===== config.mk =====
export PLATFORM = sky130hd
export DESIGN_NAME = mem_arbiter
export DESIGN_NICKNAME = d
export VERILOG_FILES = /design/src/rtl/mem_arbiter.sv
export SDC_FILE = /design/constraint.sdc
export NUM_CORES = 1
export LEC_CHECK = 0
export BUFFER_PORTS_ARGS = -buffer_cell sky130_fd_sc_hd__clkbuf_2
export CAP_MARGIN = 15
export CELL_PAD_IN_SITES_DETAIL_PLACEMENT = 1
export CELL_PAD_IN_SITES_GLOBAL_PLACEMENT = 2
export CORE_ASPECT_RATIO = 0.8
export CORE_UTILIZATION = 22
export CTS_CLUSTER_DIAMETER = 150
export DETAILED_ROUTE_END_ITERATION = 12
export PLACE_DENSITY_LB_ADDON = 0.25
export SETUP_SLACK_MARGIN = 0.2
export SYNTH_ARGS = -nofsm -noshare
export SYNTH_HDL_FRONTEND = slang
export SYNTH_SLANG_ARGS = --single-unit

===== constraint.sdc =====
create_clock -name clk -period 6 [get_ports clk]
set_input_delay 0.3 -clock clk [delete_from_list [all_inputs] [get_ports clk]]
set_output_delay 0.3 -clock clk [all_outputs]
set_load 0.05 [all_outputs]

===== src/rtl/mem_arbiter.sv =====
// Round-robin arbiter funnelling NUM_CH requesters onto one memory port.
// Optional watchdog enabled by defining MEM_ARBITER_TIMEOUT_EN.
module mem_arbiter #(
    parameter int NUM_CH         = 2,
    parameter int ADDR_W         = 32,
    parameter int DATA_W         = 32,
    parameter int TIMEOUT_CYCLES = 255
) (
    input  logic                           clk,
    input  logic                           rst,
    input  logic [NUM_CH-1:0]              ch_read,
    input  logic [NUM_CH-1:0]              ch_write,
    input  logic [NUM_CH*ADDR_W-1:0]       ch_address,
    input  logic [NUM_CH*DATA_W-1:0]       ch_wdata,
    input  logic [NUM_CH*(DATA_W/8)-1:0]   ch_byte_enable,
    output logic [NUM_CH-1:0]              ch_resp,
    output logic [DATA_W-1:0]              ch_rdata,
    output logic                           mem_read,
    output logic                           mem_write,
    output logic [ADDR_W-1:0]              mem_address,
    output logic [DATA_W-1:0]              mem_wdata,
    output logic [DATA_W/8-1:0]            mem_byte_enable,
    input  logic                           mem_resp,
    input  logic [DATA_W-1:0]              mem_rdata,
    output logic                           timeout_err
);

    localparam int BE_W = DATA_W / 8;
    localparam int GW   = $clog2(NUM_CH);

    typedef enum logic {
        IDLE = 1'b0,
        BUSY = 1'b1
    } state_t;

    state_t            state;
    state_t            state_nx;
    logic [GW-1:0]     grant;
    logic [GW-1:0]     grant_nx;
    logic [GW-1:0]     cand;
    logic [NUM_CH-1:0] req;
    logic              any_req;
    logic              found;
    logic              is_wr;
    logic              tmo;
    logic              done;

    assign req     = ch_read | ch_write;
    assign any_req = |req;
    assign done    = mem_resp | tmo;

    // Search starts one past the last granted channel and wraps.
    always_comb begin
        grant_nx = grant;
        found    = 1'b0;
        cand     = '0;
        for (int i = 1; i <= NUM_CH; i++) begin
            cand = GW'((int'(grant) + i) % NUM_CH);
            if (!found && req[cand]) begin
                grant_nx = cand;
                found    = 1'b1;
            end
        end
    end

    always_ff @(posedge clk or posedge rst) begin
        if (rst) begin
            state <= IDLE;
        end else begin
            state <= state_nx;
        end
    end

    always_comb begin
        state_nx = state;
        unique case (state)
            IDLE: if (any_req) state_nx = BUSY;
            BUSY: if (done) state_nx = IDLE;
            default: state_nx = IDLE;
        endcase
    end

    // Granted request is captured once; the memory port runs from these copies.
    always_ff @(posedge clk or posedge rst) begin
        if (rst) begin
            grant           <= GW'(NUM_CH - 1);
            is_wr           <= 1'b0;
            mem_address     <= '0;
            mem_wdata       <= '0;
            mem_byte_enable <= '0;
        end else if (state == IDLE && any_req) begin
            grant           <= grant_nx;
            is_wr           <= ch_write[grant_nx];
            mem_address     <= ch_address[int'(grant_nx)*ADDR_W +: ADDR_W];
            mem_wdata       <= ch_wdata[int'(grant_nx)*DATA_W +: DATA_W];
            mem_byte_enable <= ch_byte_enable[int'(grant_nx)*BE_W +: BE_W];
        end
    end

    always_comb begin
        mem_read  = (state == BUSY) && !is_wr;
        mem_write = (state == BUSY) && is_wr;
        ch_resp   = '0;
        if (state == BUSY && done) begin
            ch_resp[grant] = 1'b1;
        end
        ch_rdata = tmo ? '0 : mem_rdata;
    end

`ifdef MEM_ARBITER_TIMEOUT_EN
    localparam int CW = $clog2(TIMEOUT_CYCLES + 1);

    logic [CW-1:0] wd_cnt;
    logic          wd_err;

    assign tmo = (state == BUSY) && !mem_resp &&
                 (wd_cnt == CW'(TIMEOUT_CYCLES - 1));
    assign timeout_err = wd_err;

    always_ff @(posedge clk or posedge rst) begin
        if (rst) begin
            wd_cnt <= '0;
            wd_err <= 1'b0;
        end else begin
            if (state == IDLE) begin
                wd_cnt <= '0;
            end else if (!done) begin
                wd_cnt <= wd_cnt + CW'(1);
            end
            if (tmo) begin
                wd_err <= 1'b1;
            end
        end
    end
`else
    logic unused_timeout;

    assign tmo            = 1'b0;
    assign timeout_err    = 1'b0;
    assign unused_timeout = ^TIMEOUT_CYCLES;
`endif

endmodule


==> metrics, run 1 <==
ANT nets after route 0; via count 4163; Die Ht 120.3 um; final hold vios 0; Startpoint Class flip-flop; DRT Pass-1 Iters 4; die width 149.8 um; Post-synth EDFFs 0; core area 16820 um^2; Critical Path End Type flip-flop; min Tclk post-route 2.267 ns; Yosys cell types 31; Final Routed Wirelength 15.99 mm; routed vias/inst 5.052; Fillers 2054; asr flop ratio synth 100.0%; HPWL Detailed 10.20 mm; Overflow after GRT 0; drc violations 0; main combinational cell family by area after synthesis compound AO/OA/AOI/OAI gates; area grow syn2layout 32.34%; Tot GR Track Use 18.03%; first-pass GRT wire length 24.97 mm; Post-CTS Setup Inserts 0; Final Cycle Share 37.78%; Post-CTS Resized 0; Post-layout nets 775; global placer's final weighted congestion 0.7369; Wirelength per Cell 19.40 um; Synth top cells by count dfrtp_1 (70), a21oi_1 (69), a31oi_1 (68), nand3_1 (68), o21ai_0 (68); Multi-input gate area 1614 um^2; PortBufs 214; syn nets 628; Worst Path Required 6.26 ns; Worst Hold Endpoint mem_address[11]$_DFFE_PP0P_; Initial Util 22.87%; CTS buffer count 9; Post-CTS Hold Fix Bufs 0; r2r setup slk 3.73 ns; CTS tree yes; CP max FO 42; clock skew 0.003317 ns; xor/xnor share of the synthesized area 0%; slew at the pin closest to its max-slew limit 0.9950 ns; vias in the first global route 4508; register area 1778 um^2; clock latency on the worst-skew pair 0.34 ns; Hold Path Class in2reg; power per cell area 430.1 nW/um^2; Sink Count 71; die area 18020 um^2; status finished, final reports clean; LEAKAGE 2.326 nW; layout cells sized above 1 40.89%; final slew viol count 0; Finish-stage setup viols 0; Rows 42; total negative slack 0 ns; Synth Area in Adders 0%; synthesized instance count 453; antenna diode count 0; Mapped Area 3846 um^2; Ys Warns 0; largest net degree at the start of global routing 72; VDD IR max 0.1431 mV; maximum level of the CTS H-tree 3; WP data arrival 2.53 ns; worst hold stages 3; RR Startpoint grant$_DFFE_PP1P_; Seq/Total Area, Yosys 46.23%; Max-cap violations 0; flops & latches, synth 71; worst r2r dst mem_wdata[1]$_DFFE_PP0P_; simple-gate share of the synthesized area 10.96%; post-synthesis mux area share 0%; CTS root buf clkbuf_16; min-delay src ch_address[43]; RSZ-0062 raised after global routing false; initial antenna violation count 1; Main synth FF type dfrtp_1; CTS Buffer Depth 2; Rel. slew slack 33.45%; Place WS 3.620 ns; R2R cell count 4; I/O Pins 280; post-synth top area cell dfrtp_1; count leader, synth dfrtp_1; Compound-Gate Fraction of Synth Area 30.16%; top post-synthesis cells by area dfrtp_1 (46%), a31oi_1 (11%), a21oi_1 (9.0%); clock slew at reported path FFs 0.06 ns; CP Launch Point grant$_DFFE_PP1P_; Setup WS post-layout 3.733 ns; Syn Area/Cell 8.490 um^2; Yosys top cell area share 45.54%; Initial DRC Count 179; Max Fclk 0.4411 GHz; kind of critical path reg2reg
==> cells in the final DEF (no fill, tap or decap) <==
master	n
nand3_1	68
a31oi_1	68
clkbuf_8	3
o21a_2	1
o21ai_4	1
nor2_4	1
clkbuf_2	214
dfrtp_1	70
nor2_1	2
buf_4	8
a21oi_1	69
or3_2	1
o21bai_1	1
nor3_4	1
and2_1	1
o21ai_1	1
clkinvlp_4	1
o21ai_0	68
o41ai_1	1
and3_1	1
clkbuf_16	9
nor4b_1	1
or4_2	1
a21boi_0	1
clkinv_2	2
inv_2	2
conb_1	1
dfstp_2	1
nor3_1	1
a211oi_1	1
nand2_1	2
nor4_2	1
==> worst max path at each step <==
stage,end,slack (ns),cells past startpoint
after CTS,mem_wdata[1]$_DFFE_PP0P_,3.63,4
after global routing,mem_wdata[1]$_DFFE_PP0P_,3.51,4
after detailed placement,mem_wdata[27]$_DFFE_PP0P_,3.62,5
after floorplan,is_wr$_DFFE_PP0P_,3.91,1
after global placement,mem_address[30]$_DFFE_PP0P_,3.63,5
final,mem_wdata[1]$_DFFE_PP0P_,3.73,4
==> flip-flops by register name, summed over array words and instances (netlist names) <==
name / cells
mem_wdata: 32
state: 1
mem_byte_enable: 4
mem_address: 32
is_wr: 1
grant: 1
==> metrics by stage <==
step / hold slack (ns) / std cells / cell area, um^2 / util, % / power, mW
final: 0.2090 / 824 / 5090 / 30.27 / 2.189
after floorplan: 0.4600 / 453 / 3846 / - / 1.451
after detailed placement: 0.5396 / 809 / 4806 / 28.58 / 1.692
after global placement: 0.5296 / 809 / 4806 / 28.58 / 1.678
after global routing: 0.2068 / 824 / 5090 / 30.27 / 2.319
after CTS: 0.1880 / 824 / 5090 / 30.27 / 2.229
==> kinds of logic (layout without fill, tap and decap cells) <==
logic type,after synthesis,in the layout
simple gates,81,81
other cells,1,1
flops,71,71
compound gates,212,212
buf+inv,88,239
==> layer usage <==
metal | share of wire (%) | wire [um] | global-route usage (%)
met1 | 46 | 7389 | 23.35
met2 | 45 | 7160 | 29.02
met3 | 7.8 | 1250 | 5.245
met4 | 1.1 | 173 | 5.051
met5 | 0.081 | 13 | 0
==> area by class of cell <==
type	instances	area share (%)
Clock inverter	3	0.3441
Inverter	2	0.1475
Tap cell	220	5.408
Clock buffer	12	5.236
Timing Repair Buffer	222	22.22
Sequential cell	71	34.93
Multi-Input combinational cell	294	31.71
==> power by group <==
group          leakage, nW  switching, mW  internal, mW  total (mW)
logic                 1.39          0.758         0.230       0.987
clock network        0.140          0.208         0.310       0.518
registers            0.791         0.0801         0.604       0.684
==> worst max-delay path, stage by stage (launching register included) <==
cell	delay [ns]
dfstp_2	0.43
nor3_4	0.83
buf_4	0.53
o21ai_0	0.19
a31oi_1	0.20
Power figures use the tool's default switching activity.
==> run 2: changes to the inputs <==
--- a/config.mk
+++ b/config.mk
@@ -10,7 +10,7 @@
 export CELL_PAD_IN_SITES_DETAIL_PLACEMENT = 1
 export CELL_PAD_IN_SITES_GLOBAL_PLACEMENT = 2
 export CORE_ASPECT_RATIO = 0.8
-export CORE_UTILIZATION = 22
+export CORE_UTILIZATION = 21
 export CTS_CLUSTER_DIAMETER = 150
 export DETAILED_ROUTE_END_ITERATION = 12
 export PLACE_DENSITY_LB_ADDON = 0.25
==> constraint.sdc (replaced) <==
create_clock -name clk -period 2.3 [get_ports clk]
set_input_delay 0.115 -clock clk [delete_from_list [all_inputs] [get_ports clk]]
set_output_delay 0.115 -clock clk [all_outputs]
set_load 0.05 [all_outputs]
==> run 2 against run 1 <==
Compared with the run above:
- wire length grew 2.7%
- first-iteration DRC count grew 7.8%
- design area grew 1.9%
- setup slack lost 3.2 ns
- critical path depth is the same
==> metrics, run 2 (synthesis results as in run 1) <==
CP max FO 49 (+17%); VDD IR max 0.3188 mV (+120%); Wirelength per Cell 19.64 um (+1.2%); CP top delay family buffers and inverters; layout cells sized above 1 41.08% (+0.19 points); Die Ht 123.0 um (+2.3%); largest net degree at the start of global routing 55 (-24%); final hold vios 0 (unchanged); NetSw 2.735 mW (+160%); clock network fraction of total power 23.7% (about the same); ANT nets after route 0 (unchanged); power per cell area 1112 nW/um^2 (+160%); Initial Util 21.80% (-1.1 points); Final Cycle Share 76.26% (+38 points); die area 18860 um^2 (+4.7%); Post-layout nets 782 (+0.90%); via count 4227 (+1.5%); maximum level of the CTS H-tree 3 (unchanged); area grow syn2layout 34.84%; crit path cell chain o21ai_4, buf_4, nand3_1, a31oi_1; Sw Share 47.44% (-0.33 points); routed vias/inst 5.056 (about the same); Initial DRC Count 193 (+7.8%); total negative slack 0 ns (unchanged); Post-CTS Resized 0 (unchanged); Worst Path Required 2.54 ns (-3.72 ns); Startpoint Class flip-flop; initial antenna violation count 0 (-1); Final Routed Wirelength 16.42 mm (+2.7%); clock latency on the worst-skew pair 0.33 ns (about the same); Sink Count 71 (unchanged); combinational share of power 45.1% (about the same); status finished, final reports clean; kind of critical path reg2reg; CTS tree yes; Overflow after GRT 0 (unchanged); internal power 3.030 mW (+160%); I/O Pins 280 (unchanged); slew at the pin closest to its max-slew limit 0.6118 ns (-0.3832 ns); DRT Pass-1 Iters 4 (unchanged); most frequent cells in the layout clkbuf_2 (214), dfrtp_1 (70), a21oi_1 (69); Top Registers mem_address x32, mem_wdata x32, mem_byte_enable x4; most common cell after layout, fill and taps aside clkbuf_2; die width 153.3 um (+2.3%); CTS Buffer Depth 2 (unchanged); sequential power share 31.2% (about the same); min Tclk post-route 1.754 ns (-0.5129 ns); CTS root buf clkbuf_16; final slew viol count 0 (unchanged); Max Fclk 0.5701 GHz (+29%); PortBufs 214 (unchanged); Crit path buffers/inverters 1 (unchanged); clock skew 0.006130 ns (+0.002813 ns); antenna diode count 0 (unchanged); WP data arrival 2.00 ns (-0.53 ns); Critical Path End Type flip-flop; Max-cap violations 0 (unchanged); Rows 43 (+2.4%); LEAKAGE 2.368 nW (+1.8%); CP max-delay cell buf_4; first-pass GRT wire length 25.47 mm (+2.0%); global placer's final weighted congestion 0.7720 (+4.8%); CTS buffer count 9 (unchanged); HPWL Detailed 11.07 mm (+8.5%); slowest stage delay, CP 0.61 ns (-0.22 ns); vias in the first global route 4550 (+0.93%); Tot GR Track Use 17.55% (-0.48 points); drc violations 0 (unchanged); Rel. slew slack 58.88% (+25 points); Hold Path Class in2reg; Finish-stage setup viols 0 (unchanged); final core utilization 29.39% (-0.88 points); RSZ-0062 raised after global routing false; core area 17650 um^2 (+4.9%); clock slew at reported path FFs 0.06 ns (about the same)
run 2: layout make-up:
cell class	count	area [um^2]
clock inverter	4	47.55
tap	225	281.5
fill	2148	12460
multi-input combinational	294	1614
clock buffer	11	232.7
timing repair buffer	229	1224
inverter	2	8.758
sequential	71	1778
run 2: routing by layer:
metal	global-route usage [%]	up-vias	wire length [um]
met5	0	-	0
met4	4.861	0	282
met3	4.557	29	1031
met2	28.57	169	7415
met1	23.04	2080	7691
li1	-	1949	-
run 2: worst paths after layout:
kind,startpoint,to,slack (ns),cells past startpoint
worst max-delay path,grant$_DFFE_PP1P_,mem_address[21]$_DFFE_PP0P_,0.55,4
worst min-delay path,ch_wdata[47],mem_wdata[15]$_DFFE_PP0P_,0.03,3
worst max register to register,grant$_DFFE_PP1P_,mem_address[21]$_DFFE_PP0P_,0.55,4
worst min register to register,mem_address[26]$_DFFE_PP0P_,mem_address[26]$_DFFE_PP0P_,0.55,2
max in group asynchronous,rst,grant$_DFFE_PP1P_,1.27,4
min in group asynchronous,rst,mem_address[2]$_DFFE_PP0P_,0.35,3
run 2: what timing repair did:
action | in CTS | in global routing
hold buffers | 1 | 0
setup buffers | 0 | 0
endpoints found under the hold margin | 26 | 0
run 2: tightest hold or removal path, cell delays in order:
cell and delay, ns:
clkbuf_2 0.08, nand3_1 0.05, a31oi_1 0.07
run 2: through the flow:
stage / worst slack (ns) / hold WS [ns] / power, mW / cell area [um^2] / cells
floorplan: 0.3901 / 0.2750 / 3.785 / 3846 / 453
global placement: 0.4520 / 0.1674 / 4.413 / 4896 / 820
detailed placement: 0.4565 / 0.1647 / 4.445 / 4896 / 820
CTS: 0.5337 / 0.01480 / 5.852 / 5186 / 836
global route: 0.4097 / 0.02929 / 6.079 / 5186 / 836
finish: 0.5460 / 0.02901 / 5.766 / 5186 / 836
run 2: power by group through the flow:
stage	Sequential, mW	Combinational [mW]	Clock (mW)
floorplan	2.86	0.927	0
global placement	1.81	2.60	0
detailed placement	1.82	2.63	0
CTS	1.80	2.63	1.42
global route	1.84	2.78	1.46
finish	1.80	2.60	1.37
